### config.mk
export PLATFORM = sky130hd
export DESIGN_NAME = feature_quantizer_packer
export DESIGN_NICKNAME = d
export VERILOG_FILES = /design/src/rtl/quant_pkg.sv /design/src/rtl/quant_thresh_rom.sv /design/src/rtl/feature_quantizer_packer.sv
export SDC_FILE = /design/constraint.sdc
export NUM_CORES = 1
export LEC_CHECK = 0
export ABC_AREA = 1
export BUFFER_PORTS_ARGS = -buffer_cell sky130_fd_sc_hd__buf_2
export CAP_MARGIN = 10
export CORE_MARGIN = 2
export CORE_UTILIZATION = 30
export DETAILED_ROUTE_END_ITERATION = 12
export MAX_ROUTING_LAYER = met4
export SLEW_MARGIN = 20
export SYNTH_ARGS = -nofsm -noshare
export SYNTH_HDL_FRONTEND = slang
export SYNTH_SLANG_ARGS = --single-unit
### constraint.sdc
create_clock -name clk -period 4.1 [get_ports clk]
set_input_delay 0.41 -clock clk [delete_from_list [all_inputs] [get_ports clk]]
set_output_delay 0.41 -clock clk [all_outputs]
set_load 0.1 [all_outputs]
### src/rtl/quant_pkg.sv
// Shared types and constants for the feature quantizer/packer input stage.
package quant_pkg;

    localparam int unsigned CODE_W   = 2;
    localparam int unsigned N_THR    = 3;
    localparam int unsigned FEAT_W   = 16;
    localparam int unsigned MAX_FEAT = 8;

    // Threshold triple for one feature, t0 < t1 < t2, all signed.
    typedef struct packed {
        logic signed [FEAT_W-1:0] t2;
        logic signed [FEAT_W-1:0] t1;
        logic signed [FEAT_W-1:0] t0;
    } thr_t;

    typedef enum logic {
        COLLECT = 1'b0,
        STALL   = 1'b1
    } state_t;

    function automatic thr_t mk_thr(input int a, input int b, input int c);
        thr_t t;
        t.t0 = a[FEAT_W-1:0];
        t.t1 = b[FEAT_W-1:0];
        t.t2 = c[FEAT_W-1:0];
        return t;
    endfunction

    // Default per-feature thresholds, indexed by beat position within a vector.
    localparam thr_t DEF_THR [MAX_FEAT] = '{
        mk_thr(  -100,     0,   100),
        mk_thr( -2000,  -500,  1000),
        mk_thr(-32768,     0, 32767),
        mk_thr(   -50,   -49,   -48),
        mk_thr(  1000,  2000,  3000),
        mk_thr( -3000, -2000, -1000),
        mk_thr(-16384,     0, 16384),
        mk_thr(    -1,     0,     1)
    };

endpackage

### src/rtl/quant_thresh_rom.sv
// Combinational threshold lookup: beat index in, threshold triple out.
module quant_thresh_rom
    import quant_pkg::*;
#(
    parameter int unsigned N_FEAT = 8,
    parameter int unsigned IDX_W  = 3
) (
    input  logic [IDX_W-1:0] i_idx,
    output thr_t             o_thr
);

    localparam int unsigned N_ENT = (N_FEAT < MAX_FEAT) ? N_FEAT : MAX_FEAT;

    // Small table lookup; unmapped indices return all-zero thresholds.
    always_comb begin
        o_thr = '0;
        for (int unsigned i = 0; i < N_ENT; i++) begin
            if (i_idx == IDX_W'(i)) begin
                o_thr = DEF_THR[i];
            end
        end
    end

endmodule

### src/rtl/feature_quantizer_packer.sv
// Quantizes raw signed features to 2-bit codes and packs N_FEAT of them into
// one vector, with a collect buffer and a shadow output register so the next
// vector can be gathered while the current one drains.
module feature_quantizer_packer
    import quant_pkg::*;
#(
    parameter int unsigned N_FEAT = 8,
    parameter int unsigned IN_W   = FEAT_W
) (
    input  logic                     clk,
    input  logic                     rst_n,
    input  logic                     s_valid,
    output logic                     s_ready,
    input  logic signed [IN_W-1:0]   s_data,
    input  logic                     s_last,
    output logic                     m_valid,
    input  logic                     m_ready,
    output logic [2*N_FEAT-1:0]      m_data,
    output logic                     err_len
);

    localparam int unsigned IDX_W = (N_FEAT > 1) ? $clog2(N_FEAT) : 1;

    state_t                           r_state;
    state_t                           w_state_nxt;
    logic [IDX_W-1:0]                 r_idx;
    logic [N_FEAT-1:0][CODE_W-1:0]    r_coll;
    logic [N_FEAT-1:0][CODE_W-1:0]    r_out;
    logic [N_FEAT-1:0][CODE_W-1:0]    w_full;
    logic                             r_mvalid;
    logic                             r_err;

    thr_t                             w_thr;
    logic                             w_ge0;
    logic                             w_ge1;
    logic                             w_ge2;
    logic [CODE_W-1:0]                w_code;
    logic                             w_acc;
    logic                             w_drain;
    logic                             w_last_idx;
    logic                             w_can_load;

    quant_thresh_rom #(
        .N_FEAT (N_FEAT),
        .IDX_W  (IDX_W)
    ) u_rom (
        .i_idx  (r_idx),
        .o_thr  (w_thr)
    );

    assign w_acc      = s_valid && (r_state == COLLECT);
    assign w_drain    = r_mvalid && m_ready;
    assign w_last_idx = (r_idx == IDX_W'(N_FEAT - 1));
    assign w_can_load = !r_mvalid || w_drain;

    assign m_valid = r_mvalid;
    assign m_data  = r_out;
    assign err_len = r_err;

    // Code = number of thresholds the sample meets or exceeds (signed compare).
    always_comb begin
        w_ge0  = s_data >= $signed(w_thr.t0);
        w_ge1  = s_data >= $signed(w_thr.t1);
        w_ge2  = s_data >= $signed(w_thr.t2);
        w_code = CODE_W'(w_ge0) + CODE_W'(w_ge1) + CODE_W'(w_ge2);
    end

    // Completed vector as it would look with this beat's code merged in.
    always_comb begin
        w_full        = r_coll;
        w_full[r_idx] = w_code;
    end

    // FSM state register.
    always_ff @(posedge clk or negedge rst_n) begin
        if (!rst_n) begin
            r_state <= COLLECT;
        end else begin
            r_state <= w_state_nxt;
        end
    end

    // Next-state and input-ready: stall when a full vector cannot reach the output register.
    always_comb begin
        w_state_nxt = r_state;
        s_ready     = 1'b0;
        unique case (r_state)
            COLLECT: begin
                s_ready = 1'b1;
                if (s_valid && w_last_idx && !w_can_load) begin
                    w_state_nxt = STALL;
                end
            end
            STALL: begin
                if (w_drain) begin
                    w_state_nxt = COLLECT;
                end
            end
            default: w_state_nxt = COLLECT;
        endcase
    end

    // Beat index, collect buffer, output register and framing error pulse.
    always_ff @(posedge clk or negedge rst_n) begin
        if (!rst_n) begin
            r_idx    <= '0;
            r_coll   <= '0;
            r_out    <= '0;
            r_mvalid <= 1'b0;
            r_err    <= 1'b0;
        end else begin
            r_err <= 1'b0;
            if (w_drain) begin
                r_mvalid <= 1'b0;
            end
            if ((r_state == STALL) && w_drain) begin
                r_out    <= r_coll;
                r_mvalid <= 1'b1;
            end
            if (w_acc) begin
                if (w_last_idx) begin
                    r_idx <= '0;
                    r_err <= !s_last;
                    if (w_can_load) begin
                        r_out    <= w_full;
                        r_mvalid <= 1'b1;
                    end else begin
                        r_coll[r_idx] <= w_code;
                    end
                end else if (s_last) begin
                    r_idx <= '0;
                    r_err <= 1'b1;
                end else begin
                    r_coll[r_idx] <= w_code;
                    r_idx         <= r_idx + 1'b1;
                end
            end
        end
    end

endmodule

# Yosys cells after proc, flatten, opt, wreduce, memory -nomap -nowiden
# Index checks and enable logic that the tools add are counted.
[word_totals]
input_bits = 21
wordCells = 82
regBits = 38
out_inout_bits = 19
[classes]
mux = 32
n_bitwise = 1
reduce_logical = 12
addsub = 3
magnitude_cmp = 5
n_eq_ne = 9
[ops]
columns = ["cell", "count"]
rows = [
  ["2-to-1 mux 48 bit", 5],
  ["2-to-1 mux 16 bit", 7],
  ["greater-or-equal comparator 16 bit", 3],
  ["2-to-1 mux 47 bit", 1],
  ["2-to-1 mux 42 bit", 1],
  ["2-to-1 mux 39 bit", 1],
  ["bitwise mux 16 bit", 1],
  ["== test 3 bit (second input constant)", 4],
  ["2-to-1 mux 1 bit", 11],
  ["demux 2 bit (select 3 bit)", 1],
  ["== test 3 x 2 -> 1 bit (second input constant)", 2],
  ["logical AND 1 bit", 6],
  ["2-to-1 mux 3 bit", 2],
  ["less-than comparator 3 x 4 -> 1 bit (second input constant)", 1],
  ["adder 3 x 1 -> 3 bit (second input constant)", 1],
  ["== test 3 x 1 -> 1 bit (second input constant)", 1],
  ["greater-or-equal comparator 3 x 1 -> 1 bit (second input constant)", 1],
  ["logical NOT 1 bit", 3],
  ["logical NOT 3 bit", 1],
  ["AND reduction 3 bit", 1],
  ["adder 1 x 1 -> 2 bit", 1],
  ["adder 2 x 1 -> 2 bit", 1],
  ["2-to-1 mux 2 bit", 1],
  ["!= test 2 x 1 -> 1 bit (second input constant)", 1],
  ["other kinds (4)", 4],
]

# Depth between registers and ports, before layout
# Gate-level depths: netlist (run 1).
[logic_depth]
word_depth = 16
mapped_depth = 25
mapped_depth_nobuf = 25

# Hierarchy
# From an unflattened synthesis (run 1), not the netlist that was laid out.
[unflattened]
cells_unflattened = 540
area_unflattened_um2 = 3753.6
[modules_own_cells]
columns = ["module", "area_per_inst_um2", "n_inst", "cells_each", "seq_area_each_um2"]
rows = [
  ["feature_quantizer_packer", 3159.3, 1, 440, 950.9],
  ["quant_thresh_rom", 594.3, 1, 100, 0.0],
]

# Least setup slack after synthesis (run 1)
# OpenSTA, ideal clock, no wires.
[synth_timing]
path_type = "register to register"
from = "register r_idx[0]"
to = "register r_out, in the netlist m_data[14]"
arrival_ns = 3.387
stages_incl_launch_ff = 17
n_path_buf = 0
slack_ns = 0.586
required_time_ns = 3.973
setup_time_ns = 0.127
synth_period_minus_slack_ns = 3.514
path_cell_list = "dfrtp_1 ha_1 ha_1 inv_1 a21oi_1 o21ai_0 ha_1 a21oi_1 o21ai_0 a21oi_1 nand2_1 nand2_1 nand3_1 fa_1 inv_1 o21ai_0 mux2_1"
[synth_between]
elab_chain_len = 16
word_cells_on_any_way = 30
classes_between = "2 x add/sub; 5 x order compare; 7 x eq/ne; 14 x mux; 2 x reduce/logical"
[synth_lines]
columns = ["item", "line_no", "rtl"]
rows = [
  ["start: declaration", "feature_quantizer_packer.sv:26", "logic [IDX_W-1:0] r_idx;"],
  ["start signal: assignment", "feature_quantizer_packer.sv:135", "r_idx <= r_idx + 1'b1;"],
  ["logical NOT 3 bit", "quant_thresh_rom.sv:18", "if (i_idx == IDX_W'(i)) begin"],
  ["2-to-1 mux 39 bit", "quant_thresh_rom.sv:18", ""],
  ["2-to-1 mux 42 bit", "quant_thresh_rom.sv:18", ""],
  ["2-to-1 mux 47 bit", "quant_thresh_rom.sv:18", ""],
  ["2-to-1 mux 48 bit (5 in a row)", "quant_thresh_rom.sv:18", ""],
  ["greater-or-equal comparator 16 bit", "feature_quantizer_packer.sv:62", "w_ge0 = s_data >= $signed(w_thr.t0);"],
  ["adder 1 x 1 -> 2 bit", "feature_quantizer_packer.sv:65", "w_code = CODE_W'(w_ge0) + CODE_W'(w_ge1) + CODE_W'(w_ge2);"],
  ["adder 2 x 1 -> 2 bit", "feature_quantizer_packer.sv:65", ""],
  ["bitwise mux 16 bit", "feature_quantizer_packer.sv:71", "w_full[r_idx] = w_code;"],
  ["2-to-1 mux 16 bit", "feature_quantizer_packer.sv:124", "if (w_can_load) begin"],
  ["2-to-1 mux 16 bit *", "feature_quantizer_packer.sv:121", "if (w_last_idx) begin"],
  ["2-to-1 mux 16 bit *", "feature_quantizer_packer.sv:120", "if (w_acc) begin"],
  ["end signal: assignment", "feature_quantizer_packer.sv:117", "r_out <= r_coll;"],
  ["end signal: assignment", "feature_quantizer_packer.sv:125", "r_out <= w_full;"],
  ["end: declaration", "feature_quantizer_packer.sv:28", "logic [N_FEAT-1:0][CODE_W-1:0] r_out;"],
]
# Every way passes the cells marked *; elsewhere a longest branch is shown, timed or not.
# A chain may end at the register's enable or synchronous reset.

# Worst setup path in the final report (run 1)
[layout_timing]
from = "register r_idx[1]"
to = "register r_out, in the netlist m_data[14]"
# The elaborated chain is that of the path after synthesis.

==> out/results.md, run 1 <==
## Status
- result of the run: completed

## Cells and area
- Final #Nets: 587
- proportion of layout cells with a drive suffix above 1: 0.155
- Diodes inserted: 0
- Layout area overhead: 15.4%
- count of filler cells inserted in the layout: 1,172
- fin cells: 651

## Logic synthesis
- Syn Area/Cell: 7.22 um2
- post-synthesis net count: 546
- Yosys warnings: 0
- number of unique standard cell types used by synthesis: 28
- Yosys reg bits: 38
- count of mapped cells out of synthesis: 470
- combined area of all synthesized cells: 3390 um2
- portion of the post-synthesis area used by sequential elements: 0.280

## CTS
- CTS Hold Buffers Added: 0
- TritonCTS clock tree: built
- Max clock buf depth: 2
- Clock transition at path regs: 60 ps
- master cell of the clock root buffer: sky130_fd_sc_hd__clkbuf_16
- number of sinks on the clock net: 38
- clock buffers created by TritonCTS: 5
- H-tree depth reported by CTS: 2
- clock insertion delay at the later pin of the skew report: 280 ps

## Die
- io pins: 40
- total number of placement rows: 38
- floorplan die height: 110 um
- floorplan die area: 12,200 um2
- Floorplan Core Area: 10,900 um2
- starting density of the core: 0.310
- Die Span X: 110 um

## STA
- total of endpoints with negative setup slack in the final report: 0
- unrepaired setup endpoints after global routing: false
- period utilisation layout: 0.920
- Setup Skew: 7.08 ps
- Peak Freq: 0.265 GHz
- accumulated negative setup slack: 0 ps
- final worst path period need: 3770 ps
- Max transition margin: 0.439
- Final Max Tran Viols: 0
- Final Hold Violating Endpoints: 0
- slew at the pin with the worst max-slew slack: 842 ps
- final hold slack: 236 ps

## Routing
- vias per std cell: 4.91
- remaining number of nets flagged by the antenna check after routing: 0
- Pre-antenna DRT Iters: 5
- DR iter-0 viols: 184
- total number of vias: 3,196
- DR WL/cell: 12.8 um
- final wirelength: 8330 um
- DRC errors left: 0

## Worst setup path
- nature of the critical path startpoint: register
- critical path required time: 4260 ps
- critical register-to-register path endpoint: m_data[14]
- Reg2Reg Launch Point: r_idx[1]
- data arrival time at the worst-slack endpoint: 3930 ps
- worst setup path end: m_data[14]
- maximum fanout along the worst path: 6
- kind of critical path: register to register
- number of cells on the worst reg-to-reg path: 21
- Critical Path Source: r_idx[1]
- Critical Path Sink Type: register
- reg-to-reg slack, setup: 330 ps

## Global routing
- number of antenna violations at the first check in global routing: 0
- first-pass GRT wire length: 13,900 um
- vias in the first global route: 2,971
- All-Layer GR Usage: 0.147
- Congestion Overflow GR: 0
- pin count of the biggest net entering global routing: 39

## Placement
- RD Place Congestion: 0.971
- total instance count after detailed placement: 643
- count of input and output buffers: 39
- detailed placer's ending HPWL: 6630 um

## Pwr
- Leak: 0.00208 uW
- PwrDens: 281 nW/um2
- Max IR drop VDD: 0.257 mV

## Run
- MaxCap Viol Count: 0

## Hold path
- Tightest Hold Check Type: primary input to async pin

## registers in the layout (all words and copies together), names as in the netlist
signal	cells
r_state	1
r_idx	3
err_len	1
m_valid	1
m_data	16
r_coll	16
## cells in the mapped netlist
| master | n | area (um2) |
|---|---|---|
| sky130_fd_sc_hd__a211oi_1 | 8 | 60.1 |
| sky130_fd_sc_hd__a21o_1 | 3 | 22.5 |
| sky130_fd_sc_hd__a21oi_1 | 42 | 210 |
| sky130_fd_sc_hd__a21oi_4 | 1 | 16.3 |
| sky130_fd_sc_hd__buf_2 | 4 | 20.0 |
| sky130_fd_sc_hd__buf_4 | 3 | 22.5 |
| sky130_fd_sc_hd__buf_6 | 2 | 22.5 |
| sky130_fd_sc_hd__clkbuf_1 | 1 | 3.75 |
| sky130_fd_sc_hd__dfrtp_1 | 38 | 951 |
| sky130_fd_sc_hd__fa_1 | 1 | 20.0 |
| sky130_fd_sc_hd__ha_1 | 54 | 676 |
| sky130_fd_sc_hd__inv_1 | 53 | 199 |
| sky130_fd_sc_hd__inv_2 | 1 | 3.75 |
| sky130_fd_sc_hd__mux2_1 | 2 | 22.5 |
| sky130_fd_sc_hd__mux2_2 | 6 | 67.6 |
| sky130_fd_sc_hd__nand2_1 | 115 | 432 |
| sky130_fd_sc_hd__nand2_2 | 3 | 18.8 |
| sky130_fd_sc_hd__nand3_1 | 19 | 95.1 |
| sky130_fd_sc_hd__nand4_1 | 3 | 18.8 |
| sky130_fd_sc_hd__nor2_1 | 48 | 180 |
| sky130_fd_sc_hd__nor2_4 | 1 | 11.3 |
| sky130_fd_sc_hd__nor3_1 | 5 | 25.0 |
| sky130_fd_sc_hd__o21ai_0 | 51 | 255 |
| sky130_fd_sc_hd__o21ai_2 | 1 | 8.76 |
| sky130_fd_sc_hd__o22ai_1 | 2 | 12.5 |
| sky130_fd_sc_hd__o31ai_1 | 1 | 7.51 |
| sky130_fd_sc_hd__or2_1 | 1 | 6.26 |
| sky130_fd_sc_hd__or2_2 | 1 | 6.26 |
## cells by family (layout without fill, tap and decap cells)
group,after synthesis,count (layout),share of synthesized area
AOI/OAI and AO/OA,109,109,0.175
adders and majority gates,55,55,0.205
buffers and inverters,64,105,0.0800
muxes,8,8,0.0265
DFF,38,38,0.280
and+or+nand+nor,196,196,0.234
## placed cells by master (no fill, tap or decap), types with 3 or more instances in the layout
cell type / n
sky130_fd_sc_hd__a211oi_1: 8
sky130_fd_sc_hd__a21o_1: 3
sky130_fd_sc_hd__a21oi_1: 40
sky130_fd_sc_hd__buf_2: 39
sky130_fd_sc_hd__buf_4: 5
sky130_fd_sc_hd__clkbuf_16: 5
sky130_fd_sc_hd__dfrtp_1: 36
sky130_fd_sc_hd__ha_1: 53
sky130_fd_sc_hd__inv_1: 51
sky130_fd_sc_hd__inv_2: 3
sky130_fd_sc_hd__mux2_2: 6
sky130_fd_sc_hd__nand2_1: 114
sky130_fd_sc_hd__nand2_2: 4
sky130_fd_sc_hd__nand3_1: 19
sky130_fd_sc_hd__nand4_1: 3
sky130_fd_sc_hd__nor2_1: 46
sky130_fd_sc_hd__nor3_1: 3
sky130_fd_sc_hd__o21ai_0: 45
sky130_fd_sc_hd__o21ai_1: 4
## worst max-delay path, stage by stage, from the launching register on
cell and delay, ps:
sky130_fd_sc_hd__dfrtp_2 410, sky130_fd_sc_hd__inv_1 100, sky130_fd_sc_hd__ha_1 220, sky130_fd_sc_hd__nand2_2 110, sky130_fd_sc_hd__inv_1 110, sky130_fd_sc_hd__nor2_1 170
sky130_fd_sc_hd__inv_1 100, sky130_fd_sc_hd__nor2_1 140, sky130_fd_sc_hd__buf_4 150, sky130_fd_sc_hd__o21ai_1 130, sky130_fd_sc_hd__ha_1 330, sky130_fd_sc_hd__a21o_1 180
sky130_fd_sc_hd__nor2_1 90, sky130_fd_sc_hd__nand2_1 60, sky130_fd_sc_hd__nand2_1 70, sky130_fd_sc_hd__nand2_1 50, sky130_fd_sc_hd__nand2_1 50, sky130_fd_sc_hd__nand3_1 120
sky130_fd_sc_hd__fa_2 560, sky130_fd_sc_hd__inv_2 140, sky130_fd_sc_hd__o21ai_2 80, sky130_fd_sc_hd__mux2_1 290
## stage by stage
stage          utilization  total power (uW)  setup slack [ps]  cell area, um2
6_report             0.358              1100               326            3920
5_1_grt              0.358              1180              20.3            3920
2_1_floorplan            -               621               586            3390
3_5_place_dp         0.341               725              17.2            3730
4_1_cts              0.353              1090              8.26            3860
3_3_place_gp         0.341               714              27.6            3730
## how the worst min path moves through the flow
stage	end	slack, ps	cells past startpoint
floorplan	err_len	110	0
global placement	r_coll[3]	510	2
detailed placement	r_coll[3]	520	2
CTS	r_coll[10]	270	1
global route	r_coll[10]	310	1
finish	r_coll[10]	240	1
## final cells by class
cell class,count,area [um2],share of cell area
multi-input cells,368,2220,0.566
flip-flops and latches,38,953,0.243
repair buffers,44,233,0.0594
inverters,54,203,0.0517
well taps,140,175,0.0447
clock buffers,6,129,0.0329
clock inverters,1,7.51,0.00192
## per-layer routing
metal / global-route usage / vias up / wire length (um)
met3: 0.0306 / 4 / 482
li1: - / 1653 / -
met1: 0.199 / 1462 / 3940
met4: 0.0259 / 0 / 40
met2: 0.231 / 77 / 3860
met5: - / - / 0
## where the power goes
part / total, uW / switching [uW] / internal [uW] / leakage [uW]
Sequential: 392 / 7.13 / 385 / 0.000477
Clock: 365 / 143 / 222 / 0.0000629
Combinational: 344 / 220 / 124 / 0.00154
## timing repair
item | CTS | global route
pin swaps | 0 | 1
gates cloned | 0 | 0
endpoints found under the setup margin | 2 | 32
setup buffers | 0 | 1
resized for setup | 1 | 20
Note: power is estimated with default switching activity, not from simulation.
==> run 2, diff against run 1 <==
Settings changed: BUFFER_PORTS_ARGS -buffer_cell sky130_fd_sc_hd__buf_2 to -buffer_cell sky130_fd_sc_hd__buf_4, PLACE_DENSITY set to 0.48.
==> out/results.md, run 2 (synthesis gave the netlist of run 1 again) <==
## Placement
- detailed placer's ending HPWL: 7040 um, was 6630 um
- count of input and output buffers: 39, unchanged
- RD Place Congestion: 0.942, was 0.971

## STA
- Setup Skew: 5.29 ps, was 7.08 ps
- slew at the pin with the worst max-slew slack: 732 ps, was 842 ps
- period utilisation layout: 0.934, was 0.920
- final hold slack: 107 ps, was 236 ps
- total of endpoints with negative setup slack in the final report: 0, unchanged
- Peak Freq: 0.261 GHz, was 0.265 GHz
- unrepaired setup endpoints after global routing: true, was false
- Max transition margin: 0.511, was 0.439
- Final Max Tran Viols: 0, unchanged
- final worst path period need: 3830 ps, was 3770 ps
- Final Hold Violating Endpoints: 0, unchanged

## Cells and area
- Final #Nets: 595, was 587
- count of filler cells inserted in the layout: 1,192, was 1,172
- commonest non-fill, non-tap cells in the layout: 115 x sky130_fd_sc_hd__nand2_1, 53 x sky130_fd_sc_hd__inv_1, 53 x sky130_fd_sc_hd__ha_1, 52 x sky130_fd_sc_hd__buf_4, 46 x sky130_fd_sc_hd__o21ai_0, was 114 x sky130_fd_sc_hd__nand2_1, 53 x sky130_fd_sc_hd__ha_1, 51 x sky130_fd_sc_hd__inv_1, 46 x sky130_fd_sc_hd__nor2_1, 45 x sky130_fd_sc_hd__o21ai_0
- Layout area overhead: 19.6%, was 15.4%
- Diodes inserted: 0, unchanged
- proportion of layout cells with a drive suffix above 1: 0.158, was 0.155
- most common library cell in the layout ignoring fill and taps: sky130_fd_sc_hd__nand2_1, unchanged

## Global routing
- first-pass GRT wire length: 14,800 um, was 13,900 um
- Congestion Overflow GR: 0, unchanged
- All-Layer GR Usage: 0.161, was 0.147
- vias in the first global route: 2,947, was 2,971
- pin count of the biggest net entering global routing: 39, unchanged
- number of antenna violations at the first check in global routing: 0, unchanged

## CTS
- TritonCTS clock tree: built, unchanged
- Max clock buf depth: 2, unchanged
- clock buffers created by TritonCTS: 5, unchanged
- clock insertion delay at the later pin of the skew report: 280 ps, about the same
- Clock transition at path regs: 60 ps, about the same
- H-tree depth reported by CTS: 2, unchanged
- master cell of the clock root buffer: sky130_fd_sc_hd__clkbuf_16, unchanged
- number of setup buffers added after CTS: 0, unchanged
- number of sinks on the clock net: 38, unchanged

## Die
- floorplan die height: 110 um, unchanged
- io pins: 40, unchanged
- Floorplan Core Area: 10,900 um2, unchanged
- total number of placement rows: 38, unchanged
- starting density of the core: 0.310, unchanged
- Die Span X: 110 um, unchanged
- floorplan die area: 12,200 um2, unchanged

## Routing
- final wirelength: 8820 um, was 8330 um
- total number of vias: 3,130, was 3,196
- vias per std cell: 4.75, was 4.91
- DR iter-0 viols: 126, was 184
- remaining number of nets flagged by the antenna check after routing: 0, unchanged
- DR WL/cell: 13.4 um, was 12.8 um
- DRC errors left: 0, unchanged
- Pre-antenna DRT Iters: 4, was 5

## Worst setup path
- maximum fanout along the worst path: 8, was 6
- data arrival time at the worst-slack endpoint: 3990 ps, was 3930 ps
- Critical Path Sink Type: register, unchanged
- cells along the critical path: inv_1, ha_1, inv_1, nor2_1, nand2_1, a21oi_1, o21ai_0, buf_4, ha_1, nand2_1, nor3_2, nand2_1, nand2_1, nand2_1, nand3_1, fa_2, inv_1, o21ai_1, mux2_1, was inv_1, ha_1, nand2_2, inv_1, nor2_1, inv_1, nor2_1, buf_4, o21ai_1, ha_1, a21o_1, nor2_1, nand2_1, nand2_1, nand2_1, nand2_1, nand3_1, fa_2, inv_2, o21ai_2, mux2_1
- Critical Path Most Common Cell: sky130_fd_sc_hd__nand2_1, unchanged
- nature of the critical path startpoint: register, unchanged
- critical path required time: 4260 ps, about the same
- longest individual stage delay on the worst path: 500 ps, was 560 ps
- slowest stage cell, crit path: sky130_fd_sc_hd__fa_2, unchanged
- kind of critical path: register to register, unchanged

## Hold path
- Tightest Hold Check Type: primary input to async pin, unchanged

## Pwr
- PwrDens: 272 nW/um2, was 281 nW/um2
- Max IR drop VDD: 0.180 mV, was 0.257 mV
- Power, Total: 1100 uW, about the same
- Leak: 0.00214 uW, was 0.00208 uW

## Status
- result of the run: completed, unchanged

## Run
- MaxCap Viol Count: 0, unchanged

==> run 2: area by class of cell <==
class                           count  area, um2  share of cell area
Sequential cell                    38        952               0.235
Tap cell                          140        175              0.0431
Clock buffer                        7        133              0.0327
Multi-Input combinational cell    368       2210               0.544
Timing Repair Buffer               52        390              0.0961
Inverter                           54        203              0.0499
==> run 2: repair_timing <==
| action | in CTS | in global routing |
|---|---|---|
| endpoints found under the setup margin | 7 | 32 |
| resized for setup | 2 | 14 |
| hold buffers | 0 | 0 |
==> run 2: per-layer routing <==
metal	track usage	vias to the layer above	share of wire
met4	0.0277	0	0.0096
met1	0.245	1389	0.54
met5	-	-	0
met2	0.229	66	0.40
li1	-	1668	-
met3	0.0200	7	0.045
==> run 2: worst max-delay path, delay by kind of cell, from the launching register on <==
family / cells / cell delay (ps)
flops: 1 / 450
fa+ha+maj: 3 / 1040
compound gates: 3 / 440
simple gates: 8 / 940
buf+inv: 4 / 520
mux: 1 / 300
==> run 2: power breakdown <==
part / internal (uW) / switching [uW]
clock: 222 / 141
combinational: 132 / 217
sequential: 385 / 6.79
==> run 2: final timing paths <==
kind	from	endpoint	slack (ps)	cells past startpoint
setup / recovery	r_idx[1]	m_data[14]	270	19
hold / removal	rst_n	m_data[2]	110	1
setup reg to reg	r_idx[1]	m_data[14]	270	19
hold reg to reg	r_coll[2]	r_coll[2]	520	2
max in group asynchronous	rst_n	r_idx[1]	3610	1
min in group clk	s_last	err_len	320	2
==> run 2: metrics by stage <==
step | cells | util | cell area [um2] | TNS [ps] | worst slack [ps]
floorplan | 470 | - | 3390 | 0 | 586
global placement | 652 | 0.356 | 3890 | 0 | 5.70
detailed placement | 652 | 0.356 | 3890 | -43.2 | -22.0
CTS | 659 | 0.368 | 4030 | 0 | 22.4
global route | 659 | 0.371 | 4060 | -83.8 | -36.0
finish | 659 | 0.371 | 4060 | 0 | 272
==> run 3, diff against run 2 <==
Settings changed: MAX_ROUTING_LAYER met4 to unset.
==> out/results.md, run 3 (synthesis gave the netlist of run 1 again) <==
## Worst setup path
- cell family contributing the most delay on the critical path: adder cells, unchanged
- buffering stage count on the worst path with inverters included: 2, was 4
- cells along the critical path: ha_1, ha_1, nor2_1, o21ai_0, buf_4, ha_1, a21oi_1, o21ai_0, a21oi_1, nand2_1, nand2_1, nand3_1, fa_2, inv_1, o21ai_0, mux2_2, was inv_1, ha_1, inv_1, nor2_1, nand2_1, a21oi_1, o21ai_0, buf_4, ha_1, nand2_1, nor3_2, nand2_1, nand2_1, nand2_1, nand3_1, fa_2, inv_1, o21ai_1, mux2_1
- Critical Path Stages: 16, was 19
- Critical Path Sink Type: register, unchanged
- number of cells on the worst reg-to-reg path: 16, was 19
- critical path required time: 4320 ps, was 4260 ps
- longest individual stage delay on the worst path: 650 ps, was 500 ps
- critical register-to-register path endpoint: m_data[6], was m_data[14]
- Reg2Reg Launch Point: r_idx[0], was r_idx[1]
- slowest stage cell, crit path: sky130_fd_sc_hd__fa_2, unchanged
- maximum fanout along the worst path: 9, was 8
- kind of critical path: register to register, unchanged
- reg-to-reg slack, setup: 270 ps, about the same
- data arrival time at the worst-slack endpoint: 4050 ps, was 3990 ps
- nature of the critical path startpoint: register, unchanged

## Cells and area
- Layout area overhead: 19.8%, was 19.6%
- Final Util: 0.372, was 0.371
- area of all sequential standard cells: 953 um2, was 952 um2
- Diodes inserted: 0, unchanged
- Final #Nets: 591, was 595
- multi-input combinational cell area: 2210 um2, about the same
- most common library cell in the layout ignoring fill and taps: sky130_fd_sc_hd__nand2_1, unchanged
- count of filler cells inserted in the layout: 1,162, was 1,192
- fin cells: 656, was 659
- commonest non-fill, non-tap cells in the layout: 115 x sky130_fd_sc_hd__nand2_1, 53 x sky130_fd_sc_hd__inv_1, 53 x sky130_fd_sc_hd__ha_1, 48 x sky130_fd_sc_hd__buf_4, 46 x sky130_fd_sc_hd__o21ai_0, was 115 x sky130_fd_sc_hd__nand2_1, 53 x sky130_fd_sc_hd__inv_1, 53 x sky130_fd_sc_hd__ha_1, 52 x sky130_fd_sc_hd__buf_4, 46 x sky130_fd_sc_hd__o21ai_0
- proportion of layout cells with a drive suffix above 1: 0.155, was 0.158

## CTS
- H-tree depth reported by CTS: 2, unchanged
- clock buffers created by TritonCTS: 5, unchanged
- master cell of the clock root buffer: sky130_fd_sc_hd__clkbuf_16, unchanged
- number of setup buffers added after CTS: 0, unchanged
- CTS Hold Buffers Added: 0, unchanged
- Max clock buf depth: 2, unchanged
- clock insertion delay at the later pin of the skew report: 280 ps, about the same
- TritonCTS clock tree: built, unchanged
- Clock transition at path regs: 60 ps, about the same
- number of sinks on the clock net: 38, unchanged

## STA
- slew at the pin with the worst max-slew slack: 707 ps, was 732 ps
- Final Hold Violating Endpoints: 0, unchanged
- total of endpoints with negative setup slack in the final report: 0, unchanged
- final hold slack: 90.9 ps, was 107 ps
- final worst path period need: 3830 ps, about the same
- Final Max Tran Viols: 0, unchanged
- period utilisation layout: 0.934, about the same
- accumulated negative setup slack: 0 ps, unchanged
- unrepaired setup endpoints after global routing: false, was true
- Max transition margin: 0.527, was 0.511
- Worst Setup Slack, final: 271 ps, was 272 ps
- Peak Freq: 0.261 GHz, about the same
- Setup Skew: 5.13 ps, was 5.29 ps

## Run
- MaxCap Viol Count: 0, unchanged

## Global routing
- first-pass GRT wire length: 14,500 um, was 14,800 um
- most crowded layer after global routing: met1, unchanged
- met1 Use GR: 0.232, was 0.245
- All-Layer GR Usage: 0.154, was 0.161
- global routing met2 resource utilization: 0.230, was 0.229
- pin count of the biggest net entering global routing: 39, unchanged
- vias in the first global route: 2,917, was 2,947
- number of antenna violations at the first check in global routing: 0, unchanged
- met3 usage: 0.0288, was 0.0200
- Congestion Overflow GR: 0, unchanged

## Routing
- DR WL/cell: 13.2 um, was 13.4 um
- final wirelength: 8690 um, was 8820 um
- DRC errors left: 0, unchanged
- total number of vias: 3,110, was 3,130
- remaining number of nets flagged by the antenna check after routing: 0, unchanged
- vias per std cell: 4.74, was 4.75
- Pre-antenna DRT Iters: 5, was 4
- DR iter-0 viols: 159, was 126

## Placement
- detailed placer's ending HPWL: 6890 um, was 7040 um
- count of input and output buffers: 39, unchanged
- worst slack, placed: 17.7 ps, was -22.0 ps
- RD Place Congestion: 0.925, was 0.942
- total instance count after detailed placement: 648, was 652

## Pwr
- PwrDens: 288 nW/um2, was 272 nW/um2
- Max IR drop VDD: 0.160 mV, was 0.180 mV
- Leak: 0.00214 uW, about the same

## Die
- io pins: 40, unchanged
- total number of placement rows: 38, unchanged
- Floorplan Core Area: 10,900 um2, unchanged
- starting density of the core: 0.310, unchanged
- floorplan die area: 12,200 um2, unchanged
- floorplan die height: 110 um, unchanged
- Die Span X: 110 um, unchanged

## Hold path
- Tightest Hold Check Type: primary input to async pin, unchanged

## Status
- result of the run: completed, unchanged

[run 3: cell types whose count changed in the layout (fill, tap and decap cells not counted), sizes merged]
cell	delta
clkbuf	-2
buf	-4
bufinv	+1
clkinv	+2
[run 3: power breakdown]
part | switching (uW) | total [uW] | internal (uW)
clock | 154 | 438 | 285
sequential | 7.57 | 393 | 385
combinational | 211 | 340 | 129
[run 3: layer usage]
metal	vias to the layer above	part of all wire
li1	1661	-
met3	8	0.047
met5	-	0
met2	61	0.42
met4	0	0.0059
met1	1380	0.53
[run 3: per-stage QoR]
step           total power, uW  instance area, um2
4_1_cts                   1180                4030
2_1_floorplan              621                3390
6_report                  1170                4070
5_1_grt                   1260                4070
3_3_place_gp               729                3860
3_5_place_dp               732                3860
[run 3: timing repair]
action                                 4_1_cts  5_1_grt
resized for setup                            1       15
pin swaps                                    0        1
setup endpoints to repair                    3       32
endpoints found under the hold margin        0        0
[run 3: worst max path at each step]
stage,end,start,slack (ps)
finish,m_data[6],r_idx[0],270
detailed placement,m_data[14],r_idx[0],20
CTS,m_data[14],r_idx[0],30
global route,m_data[6],r_idx[0],5
floorplan,m_data[14],r_idx[0],590
global placement,m_data[14],r_idx[0],30
[run 3: area by class of cell]
cell class	count	area share
clock buffer	5	0.0308
multi-input combinational	368	0.543
tap	140	0.0431
clock inverter	3	0.00985
timing repair buffer	48	0.0886
sequential	38	0.235
inverter	54	0.0499
